$ cat config.mk
export PLATFORM = sky130hd
export DESIGN_NAME = stream_packer
export DESIGN_NICKNAME = d
export VERILOG_FILES = /design/src/rtl/stream_pkg.sv /design/src/rtl/stream_packer.sv
export SDC_FILE = /design/constraint.sdc
export NUM_CORES = 1
export LEC_CHECK = 0
export CAP_MARGIN = 20
export CORE_UTILIZATION = 57
export DETAILED_ROUTE_END_ITERATION = 6
export GPL_TIMING_DRIVEN = 0
export HOLD_SLACK_MARGIN = 0.1
export PLACE_DENSITY = 0.85
export SLEW_MARGIN = 10
export SYNTH_ARGS = -nofsm -noshare
export SYNTH_HDL_FRONTEND = slang
export SYNTH_SLANG_ARGS = --single-unit
$ cat constraint.sdc
create_clock -name clk -period 5.36 [get_ports clk]
set_clock_uncertainty 0.05 [all_clocks]
set_input_delay 1.072 -clock clk [delete_from_list [all_inputs] [get_ports clk]]
set_output_delay 1.072 -clock clk [all_outputs]
set_load 0.01 [all_outputs]
$ cat src/rtl/stream_pkg.sv
// Shared sizing helpers for the stream packer/unpacker family.
package stream_pkg;

    localparam int MAX_RATIO = 16;

    // Wide enough for the largest legal ratio; narrower packers use the low bits.
    typedef logic [MAX_RATIO-1:0] keep_t;

    function automatic int clog2_min1(input int n);
        return (n <= 2) ? 1 : $clog2(n);
    endfunction

    function automatic int out_width(input int dw, input int ratio);
        return dw * ratio;
    endfunction

endpackage

$ cat src/rtl/stream_packer.sv
// Packs RATIO narrow beats into one little-endian wide word behind a valid/ready port.
// Optional partial-word flush (in_last/out_keep) is built when STREAM_PACKER_FLUSH_EN is defined.
module stream_packer
    import stream_pkg::*;
#(
    parameter int DATA_WIDTH = 8,
    parameter int RATIO = 4,
    localparam int OUT_WIDTH = out_width(DATA_WIDTH, RATIO)
) (
    input  logic                  clk,
    input  logic                  reset_n,
    input  logic                  in_valid,
    input  logic [DATA_WIDTH-1:0] in_data,
    output logic                  in_ready,
`ifdef STREAM_PACKER_FLUSH_EN
    input  logic                  in_last,
    output logic [RATIO-1:0]      out_keep,
`endif
    output logic                  out_valid,
    output logic [OUT_WIDTH-1:0]  out_data,
    input  logic                  out_ready
);

    localparam int CW = clog2_min1(RATIO);
    localparam logic [CW-1:0] LAST_SLOT = CW'(RATIO - 1);

    logic [CW-1:0]        count_reg;
    logic                 out_valid_reg;
    logic [OUT_WIDTH-1:0] out_data_reg;
    logic [OUT_WIDTH-1:0] word_next;
    logic                 last_beat;
    logic                 full;
    logic                 take;
    logic                 complete;
    logic                 out_fire;

`ifdef STREAM_PACKER_FLUSH_EN
    logic [RATIO-1:0] keep_reg;
    logic [RATIO-1:0] keep_next;
    assign last_beat = in_last;
`else
    assign last_beat = 1'b0;
`endif

    assign full     = (count_reg == LAST_SLOT);
    // A completing beat can only enter if the output register is free or draining now.
    assign in_ready = (!full && !last_beat) || !out_valid_reg || out_ready;
    assign take     = in_valid && in_ready;
    assign complete = take && (full || last_beat);
    assign out_fire = out_valid_reg && out_ready;

    genvar gi;
    generate
        for (gi = 0; gi < RATIO; gi++) begin : g_slot
            if (gi < RATIO - 1) begin : g_acc
                logic [DATA_WIDTH-1:0] slot_reg;

                always_ff @(posedge clk or negedge reset_n) begin
                    if (!reset_n) begin
                        slot_reg <= '0;
                    end else if (take && !complete && (count_reg == CW'(gi))) begin
                        slot_reg <= in_data;
                    end
                end

                // Slots beyond the current beat are zero so a flushed word is clean.
                assign word_next[gi*DATA_WIDTH +: DATA_WIDTH] =
                    (CW'(gi) < count_reg)  ? slot_reg :
                    (CW'(gi) == count_reg) ? in_data  : '0;
            end else begin : g_top
                assign word_next[gi*DATA_WIDTH +: DATA_WIDTH] = full ? in_data : '0;
            end
`ifdef STREAM_PACKER_FLUSH_EN
            assign keep_next[gi] = (CW'(gi) <= count_reg);
`endif
        end
    endgenerate

    always_ff @(posedge clk or negedge reset_n) begin
        if (!reset_n) begin
            count_reg     <= '0;
            out_valid_reg <= 1'b0;
            out_data_reg  <= '0;
`ifdef STREAM_PACKER_FLUSH_EN
            keep_reg      <= '0;
`endif
        end else if (complete) begin
            count_reg     <= '0;
            out_valid_reg <= 1'b1;
            out_data_reg  <= word_next;
`ifdef STREAM_PACKER_FLUSH_EN
            keep_reg      <= keep_next;
`endif
        end else begin
            if (take) begin
                count_reg <= count_reg + CW'(1);
            end
            if (out_fire) begin
                out_valid_reg <= 1'b0;
            end
        end
    end

    assign out_valid = out_valid_reg;
    assign out_data  = out_data_reg;
`ifdef STREAM_PACKER_FLUSH_EN
    assign out_keep  = keep_reg;
`endif

endmodule

==> results of run 1 <==
power by group through the flow:
stage / registers [mW] / logic (mW) / clock network, mW
after detailed placement: 0.788 / 0.998 / 0
after global placement: 0.778 / 0.974 / 0
final: 0.783 / 0.997 / 0.454
after CTS: 0.784 / 1.01 / 0.462
after global routing: 0.809 / 1.08 / 0.481
after floorplan: 0.821 / 0.596 / 0
path summary, 6_finish.rpt:
| path | end | start |
|---|---|---|
| hold / removal | g_slot[0].g_acc.slot_reg[4]$_DFFE_PN0P_ | g_slot[0].g_acc.slot_reg[4]$_DFFE_PN0P_ |
| setup reg to reg | g_slot[1].g_acc.slot_reg[6]$_DFFE_PN0P_ | count_reg[1]$_DFFE_PN0P_ |
| setup / recovery | in_ready | out_ready |
| max in group asynchronous | out_data[15]$_DFFE_PN0P_ | reset_n |
| hold reg to reg | g_slot[0].g_acc.slot_reg[4]$_DFFE_PN0P_ | g_slot[0].g_acc.slot_reg[4]$_DFFE_PN0P_ |
| min in group asynchronous | out_data[23]$_DFFE_PN0P_ | reset_n |
worst max-delay path, cell delays in order:
cell and delay (ns):
clkdlybuf4s50_1 0.46, nand3b_1 0.14, clkdlybuf4s50_1 0.55
cell families (layout without fill, tap and decap cells):
| group | count (synthesis) | after routing | share of synthesized area, % |
|---|---|---|---|
| AOI/OAI and AO/OA | 16 | 16 | 2.86 |
| adders and majority gates | 5 | 5 | 2.24 |
| buffers and inverters | 12 | 73 | 4.38 |
| DFF | 59 | 59 | 52.8 |
| muxes | 66 | 66 | 30.6 |
| and+or+nand+nor | 43 | 43 | 7.11 |
final cells by class:
| class | count | share of cell area, % |
|---|---|---|
| Buffer | 10 | 3.24 |
| Clock buffer | 12 | 4.36 |
| Clock inverter | 4 | 2.04 |
| Inverter | 2 | 0.211 |
| Multi-Input combinational cell | 130 | 33.7 |
| Sequential cell | 59 | 41.5 |
| Tap cell | 67 | 2.36 |
| Timing Repair Buffer | 45 | 12.6 |
cells in the final DEF, fill, tap and decap left out, drive strengths merged, types with 2 or more instances in the layout:
| master | count |
|---|---|
| inv | 2 |
| dfrtp | 59 |
| buf | 8 |
| clkdlybuf4s50 | 44 |
| ha | 5 |
| o21ai | 16 |
| nand2 | 38 |
| clkbuf | 14 |
| bufinv | 2 |
| mux2 | 66 |
per-stage QoR:
step / total power, mW / cell area (um2) / cells
4_1_cts: 2.25 / 3560 / 329
5_1_grt: 2.37 / 3560 / 329
3_5_place_dp: 1.79 / 3330 / 313
6_report: 2.23 / 3560 / 329
3_3_place_gp: 1.75 / 3330 / 313
2_1_floorplan: 1.42 / 2800 / 201
routing by layer:
metal | vias up | global-route usage (%) | share of wire [%] | wire, um
met1 | 885 | 30.8 | 47 | 2460
li1 | 800 | - | - | -
met2 | 51 | 34.4 | 47 | 2480
met3 | 11 | 4.44 | 3.9 | 205
met4 | 0 | 12.4 | 2.4 | 125
met5 | - | 0 | 0 | 0
==> impl_summary.log, run 1 <==
[metrics] antenna violation net count after detailed routing: 0
[metrics] cell with the most instances after synthesis: dfrtp_1
[metrics] Pre-antenna DRT Iters: 4
[metrics] total number of vias: 1747
[metrics] wire length of the first global-routing pass: 8600 um
[metrics] fraction of power spent switching nets: 30.0%
[metrics] Post-CTS Resized: 0
[metrics] HPWL Detailed: 3490 um
[metrics] maximum capacitance violations: 0
[metrics] setup slack, reg-to-reg: 3.29 ns
[metrics] final weighted congestion in routability-driven placement: 0.778
[metrics] distinct cell type count of the synthesized netlist: 19
[metrics] post-CTS setup-driven buffer insertion count: 0
[metrics] clock period minus final worst setup slack: 3.34 ns
[metrics] detailed-route wire length per cell: 16.0 um
[metrics] synthesis-to-layout area growth: 27.2%
[metrics] class of the worst hold path: register to register
[metrics] DRC marker count from the first detailed-route iteration: 106
[metrics] run status: finished clean
[metrics] multi-input logic area: 0.00120 mm2
[metrics] sequential share of power: 35.1%
[metrics] WL final: 5270 um
[metrics] GRT Overall Usage: 22.6%
[metrics] tightest hold margin: 0.450 ns
[metrics] count of state elements after synthesis: 59
[metrics] share of power burned in combinational logic: 44.6%
[metrics] share of the core filled with cells in the final layout: 75.3%
[metrics] IR drop worst, VDD: 0.381 mV
[metrics] sort of element at the end of the critical path: output pin
[metrics] ant diodes: 0
[metrics] initial antenna violation count: 0
[metrics] layout cells sized above 1: 36.3%
[metrics] count of nets after finishing: 274
[metrics] Synthesized Nets: 218
[metrics] via count of the first global-routing pass: 1719
[metrics] mean instance size in the synthesized netlist: 13.9 um2
[metrics] worst-case reg-to-reg path depth: 7
[metrics] sum of overflow across all layers after global routing: 0
[metrics] Clock Sink Count: 59
[metrics] Synth Instances: 201
[metrics] Hold Vio Cnt, Final: 0
[metrics] number of buffers between clock root and the deepest sink: 2
[metrics] Floorplan Core Area: 0.00472 mm2
[metrics] DIE WIDTH: 72.0 um
[metrics] actual transition at the worst max-transition pin: 0.727 ns
[metrics] die height: 72.0 um
[metrics] share of flip-flops with an asynchronous set or reset: 100%
[metrics] kind of critical path: input port to output pin
[metrics] latest clock arrival within the worst-skew pair: 0.34 ns
[metrics] critical path launch point type: input port
[metrics] dominant synthesized flop cell: dfrtp_1
[metrics] register cell area after layout: 0.00148 mm2
[metrics] clock root cell: clkbuf_8
[metrics] crit share post-route: 62.3%
[metrics] CTS tree: yes
[metrics] portion of synthesized cell area occupied by the leading cell type: 52.8%
[metrics] starting density of the core: 59.2%
[metrics] hold depth: 1
[metrics] count of flip-flops with a built-in enable after synthesis: 0
[metrics] top area cells in the synthesized netlist: dfrtp_1 53%, mux2_4 16%, mux2_2 14%
[metrics] static power due to leakage: 1.59 nW
[metrics] Power Dens Cells: 628 mW/mm2
[metrics] switching component of the power: 0.670 mW
[metrics] post-synthesis sequential area ratio: 52.8%
[metrics] Remaining DRCs: 0
[metrics] area of the die: 0.00519 mm2
[metrics] highest net fanout along the worst path: 2
[metrics] portion of total power attributed to the clock network: 20.3%
[metrics] Placement Rows: 25
[metrics] maximum number of pins on one net before global-route repair: 60
[metrics] final setup violation count: 0
[metrics] # fillers: 301
[metrics] setup repair after global routing missed its margin: no
[metrics] required time of the critical path: 4.24 ns
[metrics] final count of pins violating max slew: 0
[metrics] peak clock frequency supported by timing: 0.299 GHz
[metrics] Post-CTS Hold Buffers: 0
[metrics] YS warnings: 0
[metrics] worst slew slack as a fraction of its limit: 51.6%
[metrics] design internal power: 1.56 mW
[metrics] post-synthesis cell type with the largest combined area: dfrtp_1
[metrics] number of vias per cell after detailed routing: 5.31
[metrics] CTS buffer count: 9
[metrics] Largest register FFs: 32
[metrics] worst path setup slack after routing: 2.02 ns
[metrics] CTS clk-pin slew, worst paths: 0.06 ns
[metrics] CTS H-tree depth: 3
[metrics] IO Port Bufs: 45
[metrics] worst setup slack after placement: 2.03 ns
[metrics] post-synth design cell area: 0.00280 mm2
[metrics] Setup TNS: 0 ns
[metrics] number of I/O pins: 46
[metrics] worst path arrival time: 2.22 ns
[metrics] top cells by count, synth: 59 x dfrtp_1, 36 x mux2_2, 34 x nand2_1
(Power assumes the default switching activity.)
==> run 2, diff against run 1 <==
Settings changed: CORE_UTILIZATION 57 to 48, PLACE_DENSITY 0.85 to 0.76.
Clock period 5.36 ns to 2.9 ns, I/O delays scaled along.
==> run 2 against run 1 <==
Compared with the run above:
- sequential cell count did not move
- register-to-register slack worse by 2.5 ns
- via count decreased by 2.7%
- global-route usage decreased by 2.8 points
- worst setup slack worse by 1.5 ns
- sequential power increased by 84%
- die area is 18% higher
- first-iteration DRC count down 53%
- power increased by 85%
- largest cell class unchanged
- largest power group unchanged
==> impl_summary.log, run 2 (same netlist as run 1, synthesis figures left out) <==
[metrics] sequential share of power: 34.8% (-0.3 points)
[metrics] total number of vias: 1699 (-2.7%)
[metrics] actual transition at the worst max-transition pin: 0.748 ns (+0.0211 ns)
[metrics] CTS H-tree depth: 3 (unchanged)
[metrics] design internal power: 2.89 mW (+85%)
[metrics] Hold Vio Cnt, Final: 0 (unchanged)
[metrics] post-CTS setup-driven buffer insertion count: 0 (unchanged)
[metrics] layout cells sized above 1: 36.3% (unchanged)
[metrics] Post-CTS Hold Buffers: 0 (unchanged)
[metrics] required time of the critical path: 2.27 ns (-1.97 ns)
[metrics] Pre-antenna DRT Iters: 4 (unchanged)
[metrics] setup slack, reg-to-reg: 0.83 ns (-2.46 ns)
[metrics] leading cell type in the layout, fill and taps excluded: dfrtp_1
[metrics] number of I/O pins: 46 (unchanged)
[metrics] class of the worst hold path: input port to async pin
[metrics] metal3 WL: 218 um (+6.3%)
[metrics] portion of total power attributed to the clock network: 20.7% (+0.4 points)
[metrics] Power Dens Cells: 1160 mW/mm2 (+85%)
[metrics] clock period minus final worst setup slack: 2.36 ns
[metrics] final count of pins violating max slew: 0 (unchanged)
[metrics] worst-path cell with the longest stage delay: clkdlybuf4s50_1
[metrics] Power Total: 4.13 mW (+85%)
[metrics] via count of the first global-routing pass: 1763 (+2.6%)
[metrics] routed length on met2: 2370 um (-4.5%)
[metrics] CTS clk-pin slew, worst paths: 0.06 ns (about the same)
[metrics] static power due to leakage: 1.59 nW (unchanged)
[metrics] peak clock frequency supported by timing: 0.424 GHz
[metrics] number of buffers between clock root and the deepest sink: 2 (unchanged)
[metrics] tightest hold margin: 0.247 ns (-0.203 ns)
[metrics] worst slew slack as a fraction of its limit: 50.2% (-1.4 points)
[metrics] share of power burned in combinational logic: 44.4% (-0.2 points)
[metrics] # fillers: 437 (+45%)
[metrics] initial antenna violation count: 0 (unchanged)
[metrics] count of nets after finishing: 274 (unchanged)
[metrics] launch point of the critical path: count_reg[0]$_DFFE_PN0P_
[metrics] Clock Sink Count: 59 (unchanged)
[metrics] crit share post-route: 81.3%
[metrics] number of vias per cell after detailed routing: 5.09 (-4.2%)
[metrics] delay of the slowest cell on the worst path: 0.55 ns (about the same)
[metrics] IO Port Bufs: 45 (unchanged)
[metrics] maximum number of pins on one net before global-route repair: 60 (unchanged)
[metrics] Post-CTS Resized: 0 (unchanged)
[metrics] maximum capacitance violations: 0 (unchanged)
[metrics] Largest register FFs: 32 (unchanged)
[metrics] final setup violation count: 0 (unchanged)
[metrics] run status: finished clean
[metrics] worst-case reg-to-reg path depth: 7 (unchanged)
[metrics] kind of critical path: register to output pin
[metrics] final weighted congestion in routability-driven placement: 0.788 (+1.3%)
[metrics] DIE WIDTH: 78.3 um (+8.7%)
[metrics] DRC marker count from the first detailed-route iteration: 50 (-53%)
[metrics] wire length of the first global-routing pass: 8870 um (+3.1%)
[metrics] area after detailed placement: 0.00333 mm2 (+0.19%)
[metrics] antenna violation net count after detailed routing: 0 (unchanged)
[metrics] CTS tree: yes
[metrics] critical path launch point type: register
[metrics] IR drop worst, VDD: 0.627 mV (+65%)
[metrics] GRT Overall Usage: 19.8% (-2.8 points)
[metrics] setup repair after global routing missed its margin: no
[metrics] WL final: 5290 um (+0.36%)
[metrics] worst path arrival time: 1.73 ns (-0.49 ns)
[metrics] CTS buffer count: 9 (unchanged)
[metrics] Top Layer Used: met4
[metrics] commonest cells after routing, fill and taps aside: 59 x dfrtp_1, 44 x clkdlybuf4s50_1, 36 x mux2_2
[metrics] reg-to-reg critical path endpoint: g_slot[1].g_acc.slot_reg[6]$_DFFE_PN0P_
[metrics] latest clock arrival within the worst-skew pair: 0.34 ns (about the same)
[metrics] starting density of the core: 50.2% (-9.0 points)
[metrics] Placement Rows: 27 (+8.0%)
[metrics] HPWL Detailed: 3460 um (-0.79%)
[metrics] synthesis-to-layout area growth: 27.4%
[metrics] critical path cell sequence: ha_1 > nand3b_1 > clkdlybuf4s50_1
[metrics] die height: 78.3 um (+8.7%)
[metrics] fraction of power spent switching nets: 30.1% (+0.091 points)
[metrics] switching component of the power: 1.24 mW (+86%)
[metrics] clock root cell: clkbuf_8
[metrics] r2r startpoint: count_reg[1]$_DFFE_PN0P_
[metrics] sort of element at the end of the critical path: output pin
[metrics] met1 wire length: 2530 um (+2.9%)
[metrics] Floorplan Core Area: 0.00557 mm2 (+18%)
[metrics] fin area: 0.00356 mm2 (+0.18%)
[metrics] detailed-route wire length per cell: 15.8 um (-1.1%)
[metrics] ant diodes: 0 (unchanged)
[metrics] sum of overflow across all layers after global routing: 0 (unchanged)
[metrics] highest net fanout along the worst path: 6 (+4)
[metrics] area of the die: 0.00613 mm2 (+18%)
[metrics] Remaining DRCs: 0 (unchanged)
run 2: cell counts in the layout (fill, tap and decap cells not counted):
No cell type changed its count.
run 2: critical path, delay by kind of cell, from the launching register on:
family,cells,cell delay (ns)
buffers and inverters,1,0.55
DFF,1,0.44
adders and majority gates,1,0.27
and+or+nand+nor,1,0.13
run 2: final cells by class:
| class | instances | area [um2] | share of cell area [%] |
|---|---|---|---|
| Buffer | 10 | 115 | 3.23 |
| Clock buffer | 12 | 155 | 4.36 |
| Tap cell | 72 | 90.1 | 2.53 |
| Sequential cell | 59 | 1480 | 41.4 |
| Clock inverter | 4 | 72.6 | 2.04 |
| Inverter | 2 | 7.51 | 0.211 |
| Timing Repair Buffer | 45 | 448 | 12.6 |
| Multi-Input combinational cell | 130 | 1200 | 33.6 |
run 2: how the worst max path moves through the flow:
stage                                    end  slack [ns]  depth (start not counted)
finish                              in_ready        0.54                          3
detailed placement                  in_ready        0.55                          3
global placement    out_data[24]$_DFFE_PN0P_       -0.68                          1
CTS                                 in_ready        0.53                          3
global route                        in_ready        0.48                          3
floorplan            out_data[0]$_DFFE_PN0P_        1.11                          7
run 2: per-stage QoR:
step / util (%) / setup WS (ns) / std cells / TNS (ns)
floorplan: - / 1.11 / 201 / 0
global placement: 59.9 / -0.684 / 318 / -40.22
detailed placement: 59.8 / 0.552 / 318 / 0
CTS: 63.9 / 0.530 / 334 / 0
global route: 63.9 / 0.479 / 334 / 0
finish: 63.9 / 0.543 / 334 / 0
run 2: metal layers:
metal / vias to the layer above / global-route usage (%)
li1: 806 / -
met4: 0 / 13.0
met5: - / 0
met1: 833 / 26.2
met2: 46 / 29.5
met3: 14 / 4.19
run 2: power by group through the flow:
stage	sequential (mW)	clock, mW	combinational (mW)
after global placement	1.44	0	1.80
after global routing	1.50	0.910	1.98
final	1.44	0.857	1.84
after CTS	1.45	0.876	1.86
after floorplan	1.52	0	1.10
after detailed placement	1.45	0	1.84
==> run 3, diff against run 2 <==
Clock period 2.9 ns to 2.09 ns, I/O delays scaled along.
==> run 3 against run 2 <==
Compared with the run above:
- clock power rose by 39%
- combinational power rose by 40%
- sequential share of layout area barely moved
- wire length rose by 1.1%
- global-route usage rose by 0.18 points
- register-to-register slack got worse by 0.69 ns
- worst hold slack got worse by 0.17 ns
- sequential power rose by 38%
- first-iteration DRC count fell by 2.0%
- core utilization barely moved
- count of clock-buffer cells in the layout did not move
- largest cell class unchanged
==> impl_summary.log, run 3 (same netlist as run 1, synthesis figures left out) <==
[metrics] antenna violation net count after detailed routing: 0 (unchanged)
[metrics] final instance count without filler cells: 334 (unchanged)
[metrics] worst path setup slack after routing: 0.145 ns (-0.398 ns)
[metrics] run status: finished clean
[metrics] sum of overflow across all layers after global routing: 0 (unchanged)
[metrics] worst setup slack after placement: 0.0665 ns (-0.486 ns)
[metrics] number of vias per cell after detailed routing: 5.12 (+0.71%)
[metrics] peak clock frequency supported by timing: 0.514 GHz
[metrics] latest clock arrival within the worst-skew pair: 0.35 ns (about the same)
[metrics] via count of the first global-routing pass: 1770 (+0.40%)
[metrics] class of the worst hold path: input port to async pin
[metrics] maximum capacitance violations: 0 (unchanged)
[metrics] IO Port Bufs: 45 (unchanged)
[metrics] area of the die: 0.00613 mm2 (unchanged)
[metrics] ant diodes: 0 (unchanged)
[metrics] wire length of the first global-routing pass: 8930 um (+0.62%)
[metrics] number of placed instances, taps included: 318 (unchanged)
[metrics] total number of vias: 1711 (+0.71%)
[metrics] IR drop worst, VDD: 0.871 mV (+39%)
[metrics] critical path launch point type: register
[metrics] worst-case reg-to-reg path depth: 7 (unchanged)
[metrics] clock root cell: clkbuf_8
[metrics] Power Dens Cells: 1620 mW/mm2 (+39%)
[metrics] actual transition at the worst max-transition pin: 0.746 ns (-0.00202 ns)
[metrics] setup repair after global routing missed its margin: no
[metrics] DIE WIDTH: 78.3 um (unchanged)
[metrics] CTS tree: yes
[metrics] detailed-route wire length per cell: 16.0 um (+1.1%)
[metrics] required time of the critical path: 2.28 ns (about the same)
[metrics] crit share post-route: 93.1%
[metrics] worst path arrival time: 2.13 ns (+0.40 ns)
[metrics] setup slack, reg-to-reg: 0.14 ns (-0.69 ns)
[metrics] final count of pins violating max slew: 0 (unchanged)
[metrics] initial antenna violation count: 0 (unchanged)
[metrics] die height: 78.3 um (unchanged)
[metrics] Clock Sink Count: 59 (unchanged)
[metrics] CTS H-tree depth: 3 (unchanged)
[metrics] CTS clk-pin slew, worst paths: 0.07 ns (about the same)
[metrics] number of I/O pins: 46 (unchanged)
[metrics] kind of critical path: register to register
[metrics] leading cell type in the layout, fill and taps excluded: dfrtp_1
[metrics] Hold Vio Cnt, Final: 0 (unchanged)
[metrics] Largest register FFs: 32 (unchanged)
[metrics] reg-to-reg critical path endpoint: out_data[3]$_DFFE_PN0P_
[metrics] CTS buffer count: 9 (unchanged)
[metrics] starting density of the core: 50.2% (unchanged)
[metrics] r2r startpoint: count_reg[1]$_DFFE_PN0P_
[metrics] GRT Overall Usage: 20.0% (+0.18 points)
[metrics] static power due to leakage: 1.59 nW (+0.11%)
[metrics] commonest cells after routing, fill and taps aside: 59 x dfrtp_1, 43 x clkdlybuf4s50_1, 36 x mux2_2
[metrics] HPWL Detailed: 3460 um (unchanged)
[metrics] number of buffers between clock root and the deepest sink: 2 (unchanged)
[metrics] Remaining DRCs: 0 (unchanged)
[metrics] # fillers: 440 (+0.69%)
[metrics] Pre-antenna DRT Iters: 4 (unchanged)
[metrics] clock period minus final worst setup slack: 1.95 ns
[metrics] Placement Rows: 27 (unchanged)
[metrics] final weighted congestion in routability-driven placement: 0.788 (unchanged)
[metrics] WL final: 5350 um (+1.1%)
[metrics] count of nets after finishing: 274 (unchanged)
[metrics] synthesis-to-layout area growth: 27.5% (about the same)
[metrics] Floorplan Core Area: 0.00557 mm2 (unchanged)
[metrics] maximum number of pins on one net before global-route repair: 60 (unchanged)
[metrics] layout cells sized above 1: 36.6% (+0.38 points)
[metrics] share of the core filled with cells in the final layout: 64.0% (about the same)
[metrics] highest net fanout along the worst path: 10 (+4)
[metrics] DRC marker count from the first detailed-route iteration: 49 (-2.0%)
[metrics] sort of element at the end of the critical path: register
[metrics] final setup violation count: 0 (unchanged)
[metrics] worst slew slack as a fraction of its limit: 50.3% (+0.13 points)
==> run 3: changes by cell type in the layout (fill, tap and decap cells not counted) <==
cell	before	now
buf_4	2	3
dlygate4sd2_1	0	1
clkbuf_1	3	2
clkdlybuf4s50_1	44	43
==> run 3: per-layer routing <==
metal  global-route usage, %  part of all wire, %
met3                    4.19                  3.9
met5                       0                    0
met1                    26.1                   47
met2                    30.2                   46
met4                    13.0                  3.2
==> run 3: worst max-delay path by stage <==
stage | from | endpoint | slack [ns] | cells after the start
finish | count_reg[1]$_DFFE_PN0P_ | out_data[3]$_DFFE_PN0P_ | 0.14 | 7
global route | count_reg[1]$_DFFE_PN0P_ | g_slot[1].g_acc.slot_reg[6]$_DFFE_PN0P_ | 0.02 | 6
CTS | count_reg[1]$_DFFE_PN0P_ | g_slot[1].g_acc.slot_reg[6]$_DFFE_PN0P_ | 0.04 | 7
detailed placement | out_ready | in_ready | 0.07 | 3
global placement | reset_n | out_data[24]$_DFFE_PN0P_ | -1.33 | 1
floorplan | count_reg[1]$_DFFE_PN0P_ | out_data[0]$_DFFE_PN0P_ | 0.30 | 7
==> run 3: stage by stage <==
stage               cell area [um2]  hold WS [ns]  TNS (ns)  power, mW
finish                         3560        0.0786         0       5.76
global route                   3560         0.157         0       6.10
CTS                            3570         0.110         0       5.81
detailed placement             3330         0.443         0       4.57
global placement               3340         0.434    -78.46       4.50
floorplan                      2800        0.0724         0       3.63
==> run 3: area by class of cell <==
type,instances,area [um2],share of cell area [%]
Tap cell,72,90.1,2.53
Multi-Input combinational cell,130,1200,33.6
Buffer,9,111,3.12
Clock buffer,12,155,4.35
Timing Repair Buffer,46,454,12.7
Sequential cell,59,1480,41.4
Inverter,2,7.51,0.211
Clock inverter,4,72.6,2.04
==> run 3: critical path, cell delays in order (launching register included) <==
cell,delay [ns]
dfrtp_1,0.41
buf_2,0.19
buf_4,0.18
inv_1,0.08
ha_1,0.17
buf_6,0.15
mux2_2,0.35
mux2_4,0.26
==> run 3: where the power goes <==
group          internal (mW)  switching, mW  total [mW]
sequential              1.70          0.288        1.99
clock                  0.734          0.460        1.19
combinational           1.59          0.985        2.58
==> run 3: timing repair <==
item | CTS | global route
hold buffers | 0 | 0
gates resized for setup | 1 | 0
setup endpoints to repair | 1 | 12
setup buffers | 1 | 0
